$ cat src/rtl/alu_mc_core.sv
`default_nettype none
// ============================================================================
// Module   : alu_mc_core
// Purpose  : Valid/ready multi-cycle ALU; single-cycle arith/logic/cmp/shift,
//            W-cycle shift-add multiply and optional restoring divide
//            (enabled by ALU_MC_DIV_EN).
// Revision : 1.0  initial release
// ============================================================================
module alu_mc_core #(
  parameter int DATA_WIDTH = 16
) (
  input  logic                    clk_i,
  input  logic                    rst_ni,
  input  logic [DATA_WIDTH-1:0]   a_i,
  input  logic [DATA_WIDTH-1:0]   b_i,
  input  logic [3:0]              alu_fun_i,
  input  logic                    in_valid_i,
  output logic                    in_ready_o,
  output logic                    out_valid_o,
  input  logic                    out_ready_i,
  output logic [2*DATA_WIDTH-1:0] result_o,
  output logic                    arith_flag_o,
  output logic                    logic_flag_o,
  output logic                    cmp_flag_o,
  output logic                    shift_flag_o,
  output logic                    carry_o,
  output logic                    div_zero_o,
  output logic                    busy_o
);

  localparam int W     = DATA_WIDTH;
  localparam int CNT_W = (W > 16) ? $clog2(W) : 4;

  typedef enum logic [1:0] {
    IDLE = 2'd0,
    EXEC = 2'd1,
    DONE = 2'd2
  } state_t;

  state_t           state_q, state_d;
  logic [W-1:0]     m_q, m_d;
  logic [2*W-1:0]   acc_q, acc_d;
  logic [CNT_W-1:0] cnt_q, cnt_d;
  logic [2*W-1:0]   res_q, res_d;
  logic [1:0]       unit_q, unit_d;
  logic             carry_q, carry_d;
  logic             divz_q, divz_d;

  logic             is_mul, is_div, accept;
  logic [W:0]       sum, diff, mul_sum;
  logic [2*W-1:0]   one_res, mul_next, step_next;
  logic             one_carry;

  assign is_mul = (alu_fun_i == 4'b0010);

  // Single-cycle units evaluate straight from the ports at the accept edge.
  always_comb begin
    sum       = {1'b0, a_i} + {1'b0, b_i};
    diff      = {1'b0, a_i} - {1'b0, b_i};
    one_res   = '0;
    one_carry = 1'b0;
    case (alu_fun_i)
      4'b0000: begin one_res[W-1:0] = sum[W-1:0];  one_carry = sum[W];  end
      4'b0001: begin one_res[W-1:0] = diff[W-1:0]; one_carry = diff[W]; end
      4'b0100: one_res[W-1:0] = a_i & b_i;
      4'b0101: one_res[W-1:0] = a_i | b_i;
      4'b0110: one_res[W-1:0] = ~(a_i & b_i);
      4'b0111: one_res[W-1:0] = ~(a_i | b_i);
      4'b1001: one_res[1:0]   = (a_i == b_i) ? 2'd1 : 2'd0;
      4'b1010: one_res[1:0]   = (a_i >  b_i) ? 2'd2 : 2'd0;
      4'b1011: one_res[1:0]   = (a_i <  b_i) ? 2'd3 : 2'd0;
      4'b1100: one_res[W-1:0] = a_i >> 1;
      4'b1101: one_res[W-1:0] = a_i << 1;
      4'b1110: one_res[W-1:0] = b_i >> 1;
      4'b1111: one_res[W-1:0] = b_i << 1;
      default: one_res = '0;
    endcase
  end

  // acc = {partial product high half, remaining multiplier bits}
  assign mul_sum  = {1'b0, acc_q[2*W-1:W]} + {1'b0, m_q};
  assign mul_next = acc_q[0] ? {mul_sum, acc_q[W-1:1]} : {1'b0, acc_q[2*W-1:1]};

`ifdef ALU_MC_DIV_EN
  logic             div_q, div_d;
  logic [W:0]       div_shift;
  logic [W-1:0]     div_sub;
  logic             div_ge;

  assign is_div = (alu_fun_i == 4'b0011);

  // acc = {remainder, dividend bits shifting into quotient}; B==0 falls out
  // naturally as quotient all ones and remainder equal to A.
  assign div_shift = {acc_q[2*W-1:W], acc_q[W-1]};
  assign div_sub   = div_shift[W-1:0] - m_q;
  assign div_ge    = (div_shift >= {1'b0, m_q});
  assign step_next = !div_q ? mul_next :
                     div_ge ? {div_sub, acc_q[W-2:0], 1'b1}
                            : {div_shift[W-1:0], acc_q[W-2:0], 1'b0};

  always_ff @(posedge clk_i or negedge rst_ni) begin
    if (!rst_ni) div_q <= 1'b0;
    else         div_q <= div_d;
  end
`else
  assign is_div    = 1'b0;
  assign step_next = mul_next;
`endif

  assign in_ready_o = rst_ni & ((state_q == IDLE) | ((state_q == DONE) & out_ready_i));
  assign accept     = in_valid_i & in_ready_o;

  always_comb begin
    state_d = state_q;
    m_d     = m_q;
    acc_d   = acc_q;
    cnt_d   = cnt_q;
    res_d   = res_q;
    unit_d  = unit_q;
    carry_d = carry_q;
    divz_d  = divz_q;
`ifdef ALU_MC_DIV_EN
    div_d   = div_q;
`endif
    case (state_q)
      EXEC: begin
        acc_d = step_next;
        cnt_d = cnt_q + CNT_W'(1);
        if (cnt_q == CNT_W'(W - 1)) begin
          state_d = DONE;
          res_d   = step_next;
        end
      end
      DONE:    if (out_ready_i && !in_valid_i) state_d = IDLE;
      default: ;
    endcase
    if (accept) begin
      unit_d  = alu_fun_i[3:2];
      cnt_d   = '0;
      carry_d = 1'b0;
      divz_d  = 1'b0;
      if (is_mul || is_div) begin
        state_d = EXEC;
        m_d     = is_div ? b_i : a_i;
        acc_d   = {{W{1'b0}}, (is_div ? a_i : b_i)};
        divz_d  = is_div && (b_i == '0);
`ifdef ALU_MC_DIV_EN
        div_d   = is_div;
`endif
      end else begin
        state_d = DONE;
        res_d   = one_res;
        carry_d = one_carry;
      end
    end
  end

  always_ff @(posedge clk_i or negedge rst_ni) begin
    if (!rst_ni) begin
      state_q <= IDLE;
      m_q     <= '0;
      acc_q   <= '0;
      cnt_q   <= '0;
      res_q   <= '0;
      unit_q  <= '0;
      carry_q <= 1'b0;
      divz_q  <= 1'b0;
    end else begin
      state_q <= state_d;
      m_q     <= m_d;
      acc_q   <= acc_d;
      cnt_q   <= cnt_d;
      res_q   <= res_d;
      unit_q  <= unit_d;
      carry_q <= carry_d;
      divz_q  <= divz_d;
    end
  end

  assign out_valid_o  = (state_q == DONE);
  assign busy_o       = (state_q != IDLE);
  assign result_o     = res_q;
  assign arith_flag_o = out_valid_o & (unit_q == 2'b00);
  assign logic_flag_o = out_valid_o & (unit_q == 2'b01);
  assign cmp_flag_o   = out_valid_o & (unit_q == 2'b10);
  assign shift_flag_o = out_valid_o & (unit_q == 2'b11);
  assign carry_o      = out_valid_o & carry_q;
  assign div_zero_o   = out_valid_o & divz_q;

endmodule
`default_nettype wire

$ cat config.mk
export PLATFORM = sky130hd
export DESIGN_NAME = alu_mc_core
export DESIGN_NICKNAME = d
export VERILOG_FILES = /design/src/rtl/alu_mc_core.sv
export SDC_FILE = /design/constraint.sdc
export NUM_CORES = 1
export LEC_CHECK = 0
export CORE_MARGIN = 4
export CORE_UTILIZATION = 42
export DETAILED_ROUTE_END_ITERATION = 8
export GPL_TIMING_DRIVEN = 0
export PLACE_DENSITY = 0.72
export RECOVER_POWER = 25
export SYNTH_ARGS = -nofsm -noshare
export SYNTH_HDL_FRONTEND = slang
export SYNTH_SLANG_ARGS = --single-unit
$ cat constraint.sdc
create_clock -name clk_i -period 2.5 [get_ports clk_i]
set_input_delay 0.5 -clock clk_i [delete_from_list [all_inputs] [get_ports clk_i]]
set_output_delay 0.5 -clock clk_i [all_outputs]
set_load 0.05 [all_outputs]
---- Yosys cells after proc, flatten, opt, wreduce, memory -nomap -nowiden ----
Cells that the tools add are included.
cells by class
  bitwise gates (word level) .............. 13
  equal/unequal tests ..................... 22
  reductions and logical operators ........ 10
  mux-type cells .......................... 22
  $add $sub $neg .......................... 4
  magnitude comparators ................... 2
operators by type and width
  operator                                       count
  two-way mux 32 bit                             8
  one-hot mux 14 bit (10 select lines)           1
  adder 16 x 16 -> 17 bit                        2
  == test 4 bit, second input constant           8
  inverter 16 bit                                2
  one-hot mux 2 bit (13 select lines)            1
  subtractor 16 x 16 -> 17 bit                   1
  bitwise AND 16 bit                             1
  == test 16 bit                                 1
  == test 4 x 3 -> 1 bit, second input constant  4
  > comparator 16 bit                            1
  less-than comparator 16 bit                    1
  bitwise OR 16 bit                              1
  two-way mux 2 bit                              6
  bitwise AND 1 bit                              8
  two-way mux 4 bit                              2
  == test 2 bit, second input constant           3
  adder 4 x 1 -> 4 bit, second input constant    1
  == test 2 x 1 -> 1 bit, second input constant  2
  == test 4 x 1 -> 1 bit, second input constant  1
  == test 4 x 2 -> 1 bit, second input constant  1
  zero test 2 bit                                2
  zero test 4 bit                                1
  one-hot mux 2 bit (2 select lines)             1
  11 further kinds                               13
storage, ports and cells
  register bits after elaboration ......... 89
  output and inout port bits .............. 41
  word-level logic and storage cells ...... 80

---- Longest topological paths before layout ----
Gate-level depths: netlist of run 1.
  word-level depth ........................ 7
  gate-level depth with buffers ........... 11
  mapped depth without buffers ............ 11

---- Worst setup path before layout of run 1 ----
No wires, ideal clock.
  path kind ............................... input to register
  from .................................... in a_i[0]
  to ...................................... reg res_q[14], in the netlist result_o[14]
  data arrival time ....................... 2.566 ns
  setup slack ............................. -0.211 ns
  required time ........................... 2.355 ns
  stages .................................. 10
  setup time .............................. 0.145 ns
  cell sequence ........................... ha_1 -> fa_1 -> a211oi_2 -> o21ai_1 -> a21o_1 -> o41ai_1 -> o31ai_1 -> xor2_1 -> a221oi_2 -> o22ai_1
between the ends
  word-level cells in the longest chain between the ends .. 4
RTL lines
  item                                                                     RTL line  text
  start: declaration                                                       14        input logic [DATA_WIDTH-1:0] a_i,
  subtractor 16 x 16 -> 17 bit or adder 16 x 16 -> 17 bit (tied branches)  59, 58
  one-hot mux 14 bit (10 select lines) *                                   62        case (alu_fun_i)
  two-way mux 32 bit *                                                     142       if (is_mul || is_div) begin
  two-way mux 32 bit *                                                     137       if (accept) begin
  named net res_d[14]                                                      44        logic [2*W-1:0] res_q, res_d;
  end signal: assignment                                                   173       res_q <= res_d;
  end: declaration                                                         44
Mark *: on every way through the listed nets, which the timed path passes. The rest lies on a longest branch.
A chain may end at the register's enable or synchronous reset.

---- Worst setup path in the final report of run 1 ----
Same ends and word-level chain as after synthesis.

==> metrics.csv, run 1 <==
metric,value,unit
grt_start_max_net_pins,35,
layout_setup_ws,-0.0535,ns
report.final.slew_viol_count,0,
cts-htree-levels,3,
synth_cells,883,
antenna_found_initial,0,
most-common-layout-cells,"nand2_1 (110), dfrtp_1 (89), nor2_1 (83)",
run_status,"complete, but fails checks",
antenna_violating_nets_post_route,0,
p_total,8.17,mW
worst-path-max-fanout,3,
cts.clk_slew.worst_paths,0.06,ns
critical_path.most_common_cell,a221oi_2,
use_met1,0.312,
place.gp.congestion,0.953,
finalCritPeriodShare,1.02,
fin_setup_tns,-0.161,ns
fp.dieW,141,microns
pre_cts_ws,-1.22,ns
rsz_0062_raised_after_global_routing,yes,
proportion_of_layout_cells_with_a_drive_suffix_above_1,0.218,
postSynth.asyncResetShare,1.00,
groute.usage.overall,0.243,
holdCritPathClass,primary input to async pin,
data_arrival_at_the_endpoint_of_the_critical_path,2.76,ns
timing.reg2reg.setup_slack,-0.05,ns
num_vias,7264,
cts.hold.buffers_added,0,
worst_slew_pin_slew,0.884,ns
routed_wire_length_per_instance,20.2,microns
detail_route.vias_per_cell,5.92,
cp_num_buf_inv,2,
initial_core_util,0.429,
wirelength,24.8,mm
synthesis.area,0.00742,sq mm
critPathCaptureType,flip-flop,
static-leakage-power,4.22,nW
global_route.usage.met3,0.0319,
post_synth_edffs,0,
clock-sinks,89,
regToRegStartpoint,acc_q[16],
critical_path.startpoint_type,primary input,
synth-main-ff-cell,dfrtp_1,
crit_slowest_cell,fa_2,
worst_clock_skew,0.0102,ns
clk_latency,0.35,ns
antennaDiodeCount,0,
detailedRoute.firstIterationViolations,565,
cts_root_buf,clkbuf_16,
ios,81,
failed_checks,negative setup slack,
ys.warnings.count,0,
critical-path-top-delay-family,compound AO/OA/AOI/OAI gates,
vdd.ir_drop.worst,0.492,mV
worst_r2r_endpoint,result_o[29],
io_buffer_count,77,
cap_violations,0,
final_hold_viol_count,0,
first_global_vias,7257,
slew-limit-headroom,0.410,
grt_busiest_layer,met2,
worst_r2r_path_depth,10,
ys_types,77,
postSynthRegisterBits,89,
max_freq,392,MHz
setup_viol,5,
std_cell_rows,48,
dr.pass1.iters,5,
yosysSeqAreaShare,0.300,
postSynthNetCount,991,
critPathRequiredTime,2.71,ns
timing_worst_setup_path_type,primary input to flip-flop,
dp_hpwl,18.0,mm
cts_tree,done,
cts_buffers,9,
synthToLayoutAreaGrowth,30.3,%
core-area,0.0173,sq mm
wire_length_of_the_first_global_routing_pass,38.4,mm
gr-usage-met2,0.410,
globalRoute.totalOverflow,0,
fp.dieArea,0.0199,sq mm
crit_path_time_final,2.55,ns
slowest_delay,0.38,ns
layout.filler_cells,1556,
post_route_drc_violation_count,0,
path_cells,buf_8 > inv_6 > ha_4 > fa_2 > or2_1 > a221oi_2 > o21a_2 > o41ai_4 > o31ai_2 > xnor2_1 > a221oi_2 > o22ai_1,
layout_commonest_cell,nand2_1,
pd_cells,845,mW/mm^2
avgSynthCellArea,8.40,sq um
design.final.nets,1108,
die_height,141,microns
cts_max_path_buffers,2,
==> how the worst max path moves through the flow <==
stage	start	to	cells after the start
5_1_grt	a_i[0]	result_o[14]	12
2_1_floorplan	a_i[0]	result_o[14]	10
3_3_place_gp	rst_ni	acc_q[31]	9
4_1_cts	b_i[0]	result_o[14]	11
6_report	a_i[0]	result_o[14]	12
3_5_place_dp	b_i[8]	result_o[1]	11
==> area by class of cell <==
cell class / instances / area [sq um] / share of cell area
Clock buffer: 10 / 239 / 0.0247
Buffer: 58 / 339 / 0.0351
Inverter: 47 / 214 / 0.0221
Timing Repair Buffer: 109 / 1060 / 0.109
Tap cell: 225 / 282 / 0.0291
Sequential cell: 89 / 2230 / 0.230
Clock inverter: 4 / 55.1 / 0.00570
Multi-Input combinational cell: 686 / 5250 / 0.544
==> power breakdown <==
group	internal (mW)	leakage, nW	switching (mW)
Sequential	1.93	1.14	0.450
Clock	0.794	0.141	0.577
Combinational	1.74	2.94	2.68
Total	4.46	4.22	3.71
==> through the flow <==
step	util	area, sq um	hold WS (ns)	cells
floorplan	-	7510	0.204	883
global placement	0.495	8560	0.475	1185
detailed placement	0.496	8590	0.426	1186
CTS	0.534	9240	0.0707	1219
global route	0.559	9670	0.0168	1228
finish	0.559	9670	0.00629	1228
==> cell usage after synthesis (5+ instances only) <==
cell type | count | area (sq um)
nand2_1 | 110 | 413
dfrtp_1 | 89 | 2230
nor2_1 | 88 | 330
ha_1 | 65 | 813
a21oi_1 | 61 | 305
o21ai_0 | 55 | 275
inv_1 | 46 | 173
clkbuf_1 | 40 | 150
xnor2_1 | 34 | 298
mux2i_1 | 28 | 280
a211oi_1 | 23 | 173
a31oi_1 | 23 | 144
nor3_1 | 16 | 80.1
o211ai_1 | 14 | 105
xor2_1 | 13 | 114
nand3_1 | 12 | 60.1
o22ai_1 | 9 | 56.3
clkbuf_8 | 8 | 110
mux4_2 | 8 | 180
o21ai_1 | 8 | 40.0
a21o_1 | 7 | 52.6
nand2b_1 | 7 | 43.8
o31ai_1 | 7 | 52.6
o221ai_1 | 6 | 52.6
and2_1 | 5 | 31.3
buf_1 | 5 | 18.8
o21a_1 | 5 | 37.5
==> registers in the layout, indices dropped and copies added (netlist names) <==
signal,count
state_q,2
carry_q,1
result_o,32
cnt_q,4
acc_q,32
unit_q,2
m_q,16
==> logic make-up (layout without fill, tap and decap cells) <==
kind of cell / Yosys count / count (layout) / share of synthesized area
other: 1 / 1 / 0.000506
flip-flops: 89 / 89 / 0.300
multiplexers: 38 / 38 / 0.0651
adder cells (fa/ha/maj): 68 / 68 / 0.118
XOR/XNOR: 47 / 47 / 0.0555
AND/OR/NAND/NOR: 273 / 273 / 0.165
buffers and inverters: 108 / 228 / 0.0687
AO/OA/AOI/OAI: 259 / 259 / 0.227
==> routing by layer <==
| layer | vias to the layer above | wire length, microns |
|---|---|---|
| li1 | 3364 | - |
| met1 | 3497 | 9960 |
| met2 | 334 | 12200 |
| met3 | 69 | 1720 |
| met4 | 0 | 927 |
| met5 | - | 0 |
==> what timing repair did <==
action                                  4_1_cts  5_1_grt
cloned                                        1        0
endpoints found under the setup margin       90       56
resized for setup                           168      121
pin swaps                                    25       44
buffers inserted                             19       11
No activity file was read; power rests on OpenSTA's default activity.
==> run 2, diff against run 1 <==
--- a/config.mk
+++ b/config.mk
@@ -7,10 +7,12 @@
 export LEC_CHECK = 0
 export CORE_MARGIN = 4
 export CORE_UTILIZATION = 42
+export CTS_CLUSTER_DIAMETER = 50
 export DETAILED_ROUTE_END_ITERATION = 8
 export GPL_TIMING_DRIVEN = 0
 export PLACE_DENSITY = 0.72
 export RECOVER_POWER = 25
+export SETUP_SLACK_MARGIN = 0.4
 export SYNTH_ARGS = -nofsm -noshare
 export SYNTH_HDL_FRONTEND = slang
 export SYNTH_SLANG_ARGS = --single-unit
==> run 2 against run 1 <==
Compared with the run above:
- the flow still finishes with violations (negative setup slack)
- combinational power rose by 14%
- non-clock buffer count is 33 higher
- final cell count is 2.8% higher
- via count rose by 3.3%
- critical endpoint unchanged
- register-to-register slack gained 0.16 ns
- die area unchanged
==> metrics.csv, run 2 (synthesized netlist as in run 1, its figures left out) <==
metric,value,unit,change
first_global_vias,7307,,was 7257
cts.hold.buffers_added,0,,unchanged
cts-htree-levels,3,,unchanged
fp.dieArea,0.0199,sq mm,unchanged
cap_violations,0,,unchanged
layout_setup_ws,-0.156,ns,was -0.0535 ns
antenna_violating_nets_post_route,0,,unchanged
detail_route.vias_per_cell,5.95,,was 5.92
core-area,0.0173,sq mm,unchanged
num_vias,7505,,was 7264
max_freq,377,MHz,was 392 MHz
critPathRequiredTime,2.71,ns,about the same
timing.reg2reg.setup_slack,0.11,ns,was -0.05 ns
path_cells,buf_12 > buf_12 > inv_12 > ha_4 > fa_2 > or2_1 > a221oi_2 > o21a_2 > o41ai_4 > o31ai_2 > xnor2_1 > a221oi_2 > o22ai_1,,was buf_8 > inv_6 > ha_4 > fa_2 > or2_1 > a221oi_2 > o21a_2 > o41ai_4 > o31ai_2 > xnor2_1 > a221oi_2 > o22ai_1
critical_path.startpoint_type,primary input,,unchanged
worst_r2r_path_depth,10,,unchanged
routed_wire_length_per_instance,20.3,microns,was 20.2 microns
cts_root_buf,clkbuf_16,,unchanged
data_arrival_at_the_endpoint_of_the_critical_path,2.87,ns,was 2.76 ns
slowest_delay,0.37,ns,was 0.38 ns
ios,81,,unchanged
antenna_found_initial,0,,unchanged
dp_hpwl,18.2,mm,was 18.0 mm
globalRoute.totalOverflow,0,,unchanged
slew-limit-headroom,0.0605,,was 0.410
hold_slack,0.0229,ns,was 0.00629 ns
setup_viol,3,,was 5
run_status,"complete, but fails checks",,unchanged
placed_area,0.00875,sq mm,was 0.00859 sq mm
critical-path-top-delay-family,compound AO/OA/AOI/OAI gates,,unchanged
crit_slowest_cell,fa_2,,unchanged
crit_path_time_final,2.66,ns,was 2.55 ns
final_hold_viol_count,0,,unchanged
grt_start_max_net_pins,58,,was 35
io_buffer_count,77,,unchanged
cts.clk_slew.worst_paths,0.06,ns,about the same
final_design_area_no_fill,0.0103,sq mm,was 0.00967 sq mm
static-leakage-power,4.48,nW,was 4.22 nW
post_route_drc_violation_count,0,,unchanged
layout_commonest_cell,nand2_1,,unchanged
failed_checks,negative setup slack,,unchanged
cp_num_buf_inv,3,,was 2
groute.usage.overall,0.248,,was 0.243
proportion_of_layout_cells_with_a_drive_suffix_above_1,0.307,,was 0.218
worst_slew_pin_slew,1.41,ns,was 0.884 ns
most-common-layout-cells,"nand2_1 (107), dfrtp_1 (89), nor2_1 (81)",,"was nand2_1 (110), dfrtp_1 (89), nor2_1 (83)"
regToRegStartpoint,m_q[0],,was acc_q[16]
std_cell_rows,48,,unchanged
die_height,141,microns,unchanged
p_total,8.94,mW,was 8.17 mW
detailedRoute.firstIterationViolations,713,,was 565
synthToLayoutAreaGrowth,38.9,%,was 30.3%
critPathCaptureType,flip-flop,,unchanged
pd_cells,868,mW/mm^2,was 845 mW/mm^2
cts_buffers,9,,unchanged
fp.dieW,141,microns,unchanged
cts_tree,done,,unchanged
vdd.ir_drop.worst,0.584,mV,was 0.492 mV
dr.pass1.iters,6,,was 5
cts_max_path_buffers,2,,unchanged
layout.core_utilization,0.596,,was 0.559
worst_r2r_endpoint,acc_q[29],,was result_o[29]
design.final.nets,1141,,was 1108
rsz_0062_raised_after_global_routing,yes,,unchanged
initial_core_util,0.429,,unchanged
worst-path-max-fanout,3,,unchanged
finalCritPeriodShare,1.06,,was 1.02
worst_clock_skew,0.00735,ns,was 0.0102 ns
wirelength,25.6,mm,was 24.8 mm
place.gp.congestion,0.946,,was 0.953
antennaDiodeCount,0,,unchanged
timing_worst_setup_path_type,primary input to flip-flop,,unchanged
report.final.slew_viol_count,0,,unchanged
wire_length_of_the_first_global_routing_pass,39.3,mm,was 38.4 mm
holdCritPathClass,primary input to async pin,,unchanged
clock-sinks,89,,unchanged
clk_latency,0.35,ns,about the same
[run 2: worst max path at each step]
| stage | cells past startpoint | to | startpoint |
|---|---|---|---|
| 2_1_floorplan | 10 | result_o[1] | b_i[8] |
| 6_report | 13 | result_o[14] | a_i[0] |
| 3_5_place_dp | 11 | result_o[1] | b_i[8] |
| 4_1_cts | 11 | result_o[14] | b_i[0] |
| 3_3_place_gp | 9 | acc_q[31] | rst_ni |
| 5_1_grt | 15 | result_o[8] | a_i[0] |
[run 2: cell type report]
cell class	instances	area, sq um
inverters	47	236
well taps	225	282
clock inverters	4	76.3
repair buffers	139	1290
fillers	1504	6990
plain buffers	61	400
clock buffers	11	243
flip-flops and latches	89	2230
multi-input cells	686	5540
[run 2: routing by layer]
| metal | vias to the layer above | GRT usage | part of all wire |
|---|---|---|---|
| li1 | 3436 | - | - |
| met1 | 3639 | 0.315 | 0.41 |
| met2 | 351 | 0.429 | 0.49 |
| met3 | 79 | 0.0295 | 0.065 |
| met4 | 0 | 0.0994 | 0.037 |
| met5 | - | 0 | 0 |
[run 2: stage by stage]
step                instances  setup slack [ns]  setup TNS [ns]
floorplan                 883            -0.129          -0.181
global placement         1185             -4.12         -553.18
detailed placement       1186             -1.20          -45.03
CTS                      1242            -0.186          -0.263
global route             1262            -0.210          -0.618
finish                   1262            -0.156          -0.369
[run 2: repair_timing]
action | in CTS | in global routing
setup buffers | 40 | 20
hold endpoints to repair | 0 | 0
setup endpoints to repair | 92 | 79
cloned | 1 | 0
resized for setup | 280 | 110
pin swaps | 67 | 54
[run 2: report_power, final]
part	total [mW]	switching [mW]	internal, mW
registers	2.40	0.469	1.93
logic	5.06	2.93	2.13
clock network	1.48	0.582	0.902
==> run 3, diff against run 2 <==
--- a/config.mk
+++ b/config.mk
@@ -5,14 +5,18 @@
 export SDC_FILE = /design/constraint.sdc
 export NUM_CORES = 1
 export LEC_CHECK = 0
+export ABC_CLOCK_PERIOD_IN_PS = 2500
+export CELL_PAD_IN_SITES_DETAIL_PLACEMENT = 0
+export CELL_PAD_IN_SITES_GLOBAL_PLACEMENT = 1
 export CORE_MARGIN = 4
 export CORE_UTILIZATION = 42
 export CTS_CLUSTER_DIAMETER = 50
 export DETAILED_ROUTE_END_ITERATION = 8
 export GPL_TIMING_DRIVEN = 0
-export PLACE_DENSITY = 0.72
+export PLACE_DENSITY = 0.89
 export RECOVER_POWER = 25
 export SETUP_SLACK_MARGIN = 0.4
 export SYNTH_ARGS = -nofsm -noshare
 export SYNTH_HDL_FRONTEND = slang
 export SYNTH_SLANG_ARGS = --single-unit
+export TNS_END_PERCENT = 5
==> run 3 against run 2 <==
Compared with the run above:
- wire length is 6.7% lower
- utilization decreased by 5.0 points
- combinational power shrank 18%
- via count fell by 6.2%
- the run still ends with negative setup slack left
- global-route usage decreased by 0.96 points
- register-to-register slack worse by 0.09 ns
==> metrics.csv, run 3 (synthesized netlist as in run 1, its figures left out) <==
metric,value,unit,change
run_status,"complete, but fails checks",,unchanged
failed_checks,negative setup slack,,unchanged
hold_slack,0.0284,ns,was 0.0229 ns
io_buffer_count,77,,unchanged
fraction_of_power_spent_switching_nets,0.443,,was 0.445
fp.dieW,141,microns,unchanged
cts_tree,done,,unchanged
cts_root_buf,clkbuf_16,,unchanged
num_vias,7043,,was 7505
wire_length_of_the_first_global_routing_pass,37.8,mm,was 39.3 mm
pd_cells,845,mW/mm^2,was 868 mW/mm^2
most-common-layout-cells,"nand2_1 (110), dfrtp_1 (89), nor2_1 (85)",,"was nand2_1 (107), dfrtp_1 (89), nor2_1 (81)"
internal-power,4.44,mW,was 4.96 mW
cts.hold.buffers_added,0,,unchanged
clockPowerShare,0.183,,was 0.166
multi_input_area,0.00513,sq mm,was 0.00554 sq mm
clock-sinks,89,,unchanged
cell_total_after_placement,1186,,unchanged
groute.usage.overall,0.238,,was 0.248
antennaDiodeCount,0,,unchanged
setup_viol,2,,was 3
layout.filler_cells,1628,,was 1504
final_design_area_no_fill,0.00944,sq mm,was 0.0103 sq mm
fp.dieArea,0.0199,sq mm,unchanged
cts-htree-levels,3,,unchanged
antenna_found_initial,0,,unchanged
layout.core_utilization,0.546,,was 0.596
proportion_of_layout_cells_with_a_drive_suffix_above_1,0.219,,was 0.307
placed_area,0.00857,sq mm,was 0.00875 sq mm
critPathRequiredTime,2.70,ns,was 2.71 ns
synthToLayoutAreaGrowth,27.3,%,was 38.9%
rsz_0062_raised_after_global_routing,yes,,unchanged
grt_start_max_net_pins,59,,was 58
design.final.nets,1101,,was 1141
worst_r2r_endpoint,acc_q[29],,unchanged
vdd.ir_drop.worst,0.514,mV,was 0.584 mV
critical_path.startpoint_type,primary input,,unchanged
cts.clk_slew.worst_paths,0.07,ns,was 0.06 ns
ios,81,,unchanged
worst-path-max-fanout,3,,unchanged
place.gp.congestion,0.907,,was 0.946
regArea,0.00223,sq mm,unchanged
cts_buffers,9,,unchanged
finalCritPeriodShare,1.04,,was 1.06
layout_commonest_cell,nand2_1,,unchanged
pre_cts_ws,-1.21,ns,was -1.20 ns
worst_clock_skew,0.0102,ns,was 0.00735 ns
fin_setup_tns,-0.131,ns,was -0.369 ns
globalRoute.totalOverflow,0,,unchanged
regToRegStartpoint,acc_q[16],,was m_q[0]
comb_power_share,0.521,,was 0.566
p_sw,3.53,mW,was 3.98 mW
report.final.slew_viol_count,0,,unchanged
finish.cell_count_without_fillers,1223,,was 1262
critPathCaptureType,flip-flop,,unchanged
initial_core_util,0.429,,unchanged
max_freq,385,MHz,was 377 MHz
routed_wire_length_per_instance,19.5,microns,was 20.3 microns
timing.reg2reg.setup_slack,0.02,ns,was 0.11 ns
core-area,0.0173,sq mm,unchanged
p_total,7.97,mW,was 8.94 mW
final_hold_viol_count,0,,unchanged
static-leakage-power,4.10,nW,was 4.48 nW
detailedRoute.firstIterationViolations,630,,was 713
slew-limit-headroom,0.0459,,was 0.0605
worst_slew_pin_slew,1.43,ns,was 1.41 ns
clk_latency,0.34,ns,was 0.35 ns
dp_hpwl,18.2,mm,about the same
p_seq_frac,0.296,,was 0.268
std_cell_rows,48,,unchanged
detail_route.vias_per_cell,5.76,,was 5.95
antenna_violating_nets_post_route,0,,unchanged
die_height,141,microns,unchanged
dr.pass1.iters,5,,was 6
timing_worst_setup_path_type,primary input to flip-flop,,unchanged
first_global_vias,6981,,was 7307
worst_r2r_path_depth,10,,unchanged
wirelength,23.9,mm,was 25.6 mm
post_route_drc_violation_count,0,,unchanged
crit_path_time_final,2.60,ns,was 2.66 ns
layout_setup_ws,-0.0970,ns,was -0.156 ns
data_arrival_at_the_endpoint_of_the_critical_path,2.80,ns,was 2.87 ns
cts_max_path_buffers,2,,unchanged
cap_violations,0,,unchanged
holdCritPathClass,primary input to async pin,,unchanged
[run 3: changes by cell type in the layout (fill, tap and decap cells not counted), moves of 5 or more]
| cell | change |
|---|---|
| o21ai_0 | +6 |
| clkbuf_2 | -7 |
| nor2_4 | -5 |
| ha_1 | +6 |
| ha_4 | -6 |
| clkbuf_1 | +11 |
| buf_4 | -20 |
| a211oi_1 | +5 |
| a21oi_2 | -7 |
| a21oi_1 | +10 |
| buf_6 | -16 |
[run 3: power groups by stage]
stage	clock [mW]	sequential, mW	combinational [mW]
global placement	0	2.35	3.80
detailed placement	0	2.35	3.87
finish	1.46	2.36	4.16
floorplan	0	2.75	2.30
global route	1.54	2.42	4.51
CTS	1.48	2.34	4.06
[run 3: worst max path at each step]
stage                     startpoint            to  cells after the start
after floorplan               a_i[0]  result_o[14]                     10
after global placement        rst_ni     acc_q[31]                      9
after detailed placement      b_i[8]   result_o[1]                     11
after CTS                     a_i[0]  result_o[14]                     12
after global routing          a_i[0]  result_o[14]                     11
final                         a_i[0]  result_o[14]                     11
[run 3: area by class of cell]
cell class                 instances  share of cell area
clock buffer                      10              0.0243
sequential                        89               0.236
multi-input combinational        686               0.543
buffer                            61              0.0400
clock inverter                     6             0.00954
timing repair buffer              99              0.0954
tap                              225              0.0298
inverter                          47              0.0216
[run 3: critical path, cell delays in order]
cell and delay [ns]:
buf_8 0.10, ha_2 0.20, fa_2 0.36, a211oi_2 0.26, o21ai_1 0.13, a21o_1 0.23
o41ai_4 0.29, o31ai_2 0.11, xor2_1 0.16, a221oi_2 0.34, o22ai_1 0.10
[run 3: metal layers]
metal  vias to the layer above  global-route usage  part of all wire
met2                       256               0.407              0.49
li1                       3358                   -                 -
met4                         0              0.0734             0.027
met3                        52              0.0214             0.052
met5                         -                   0                 0
met1                      3377               0.321              0.43
[run 3: what timing repair did]
item	in CTS	in global routing
endpoints found under the hold margin	0	0
resized for setup	277	12
cloned	0	0
pin swaps	56	11
endpoints found under the setup margin	92	88
setup buffers	19	2
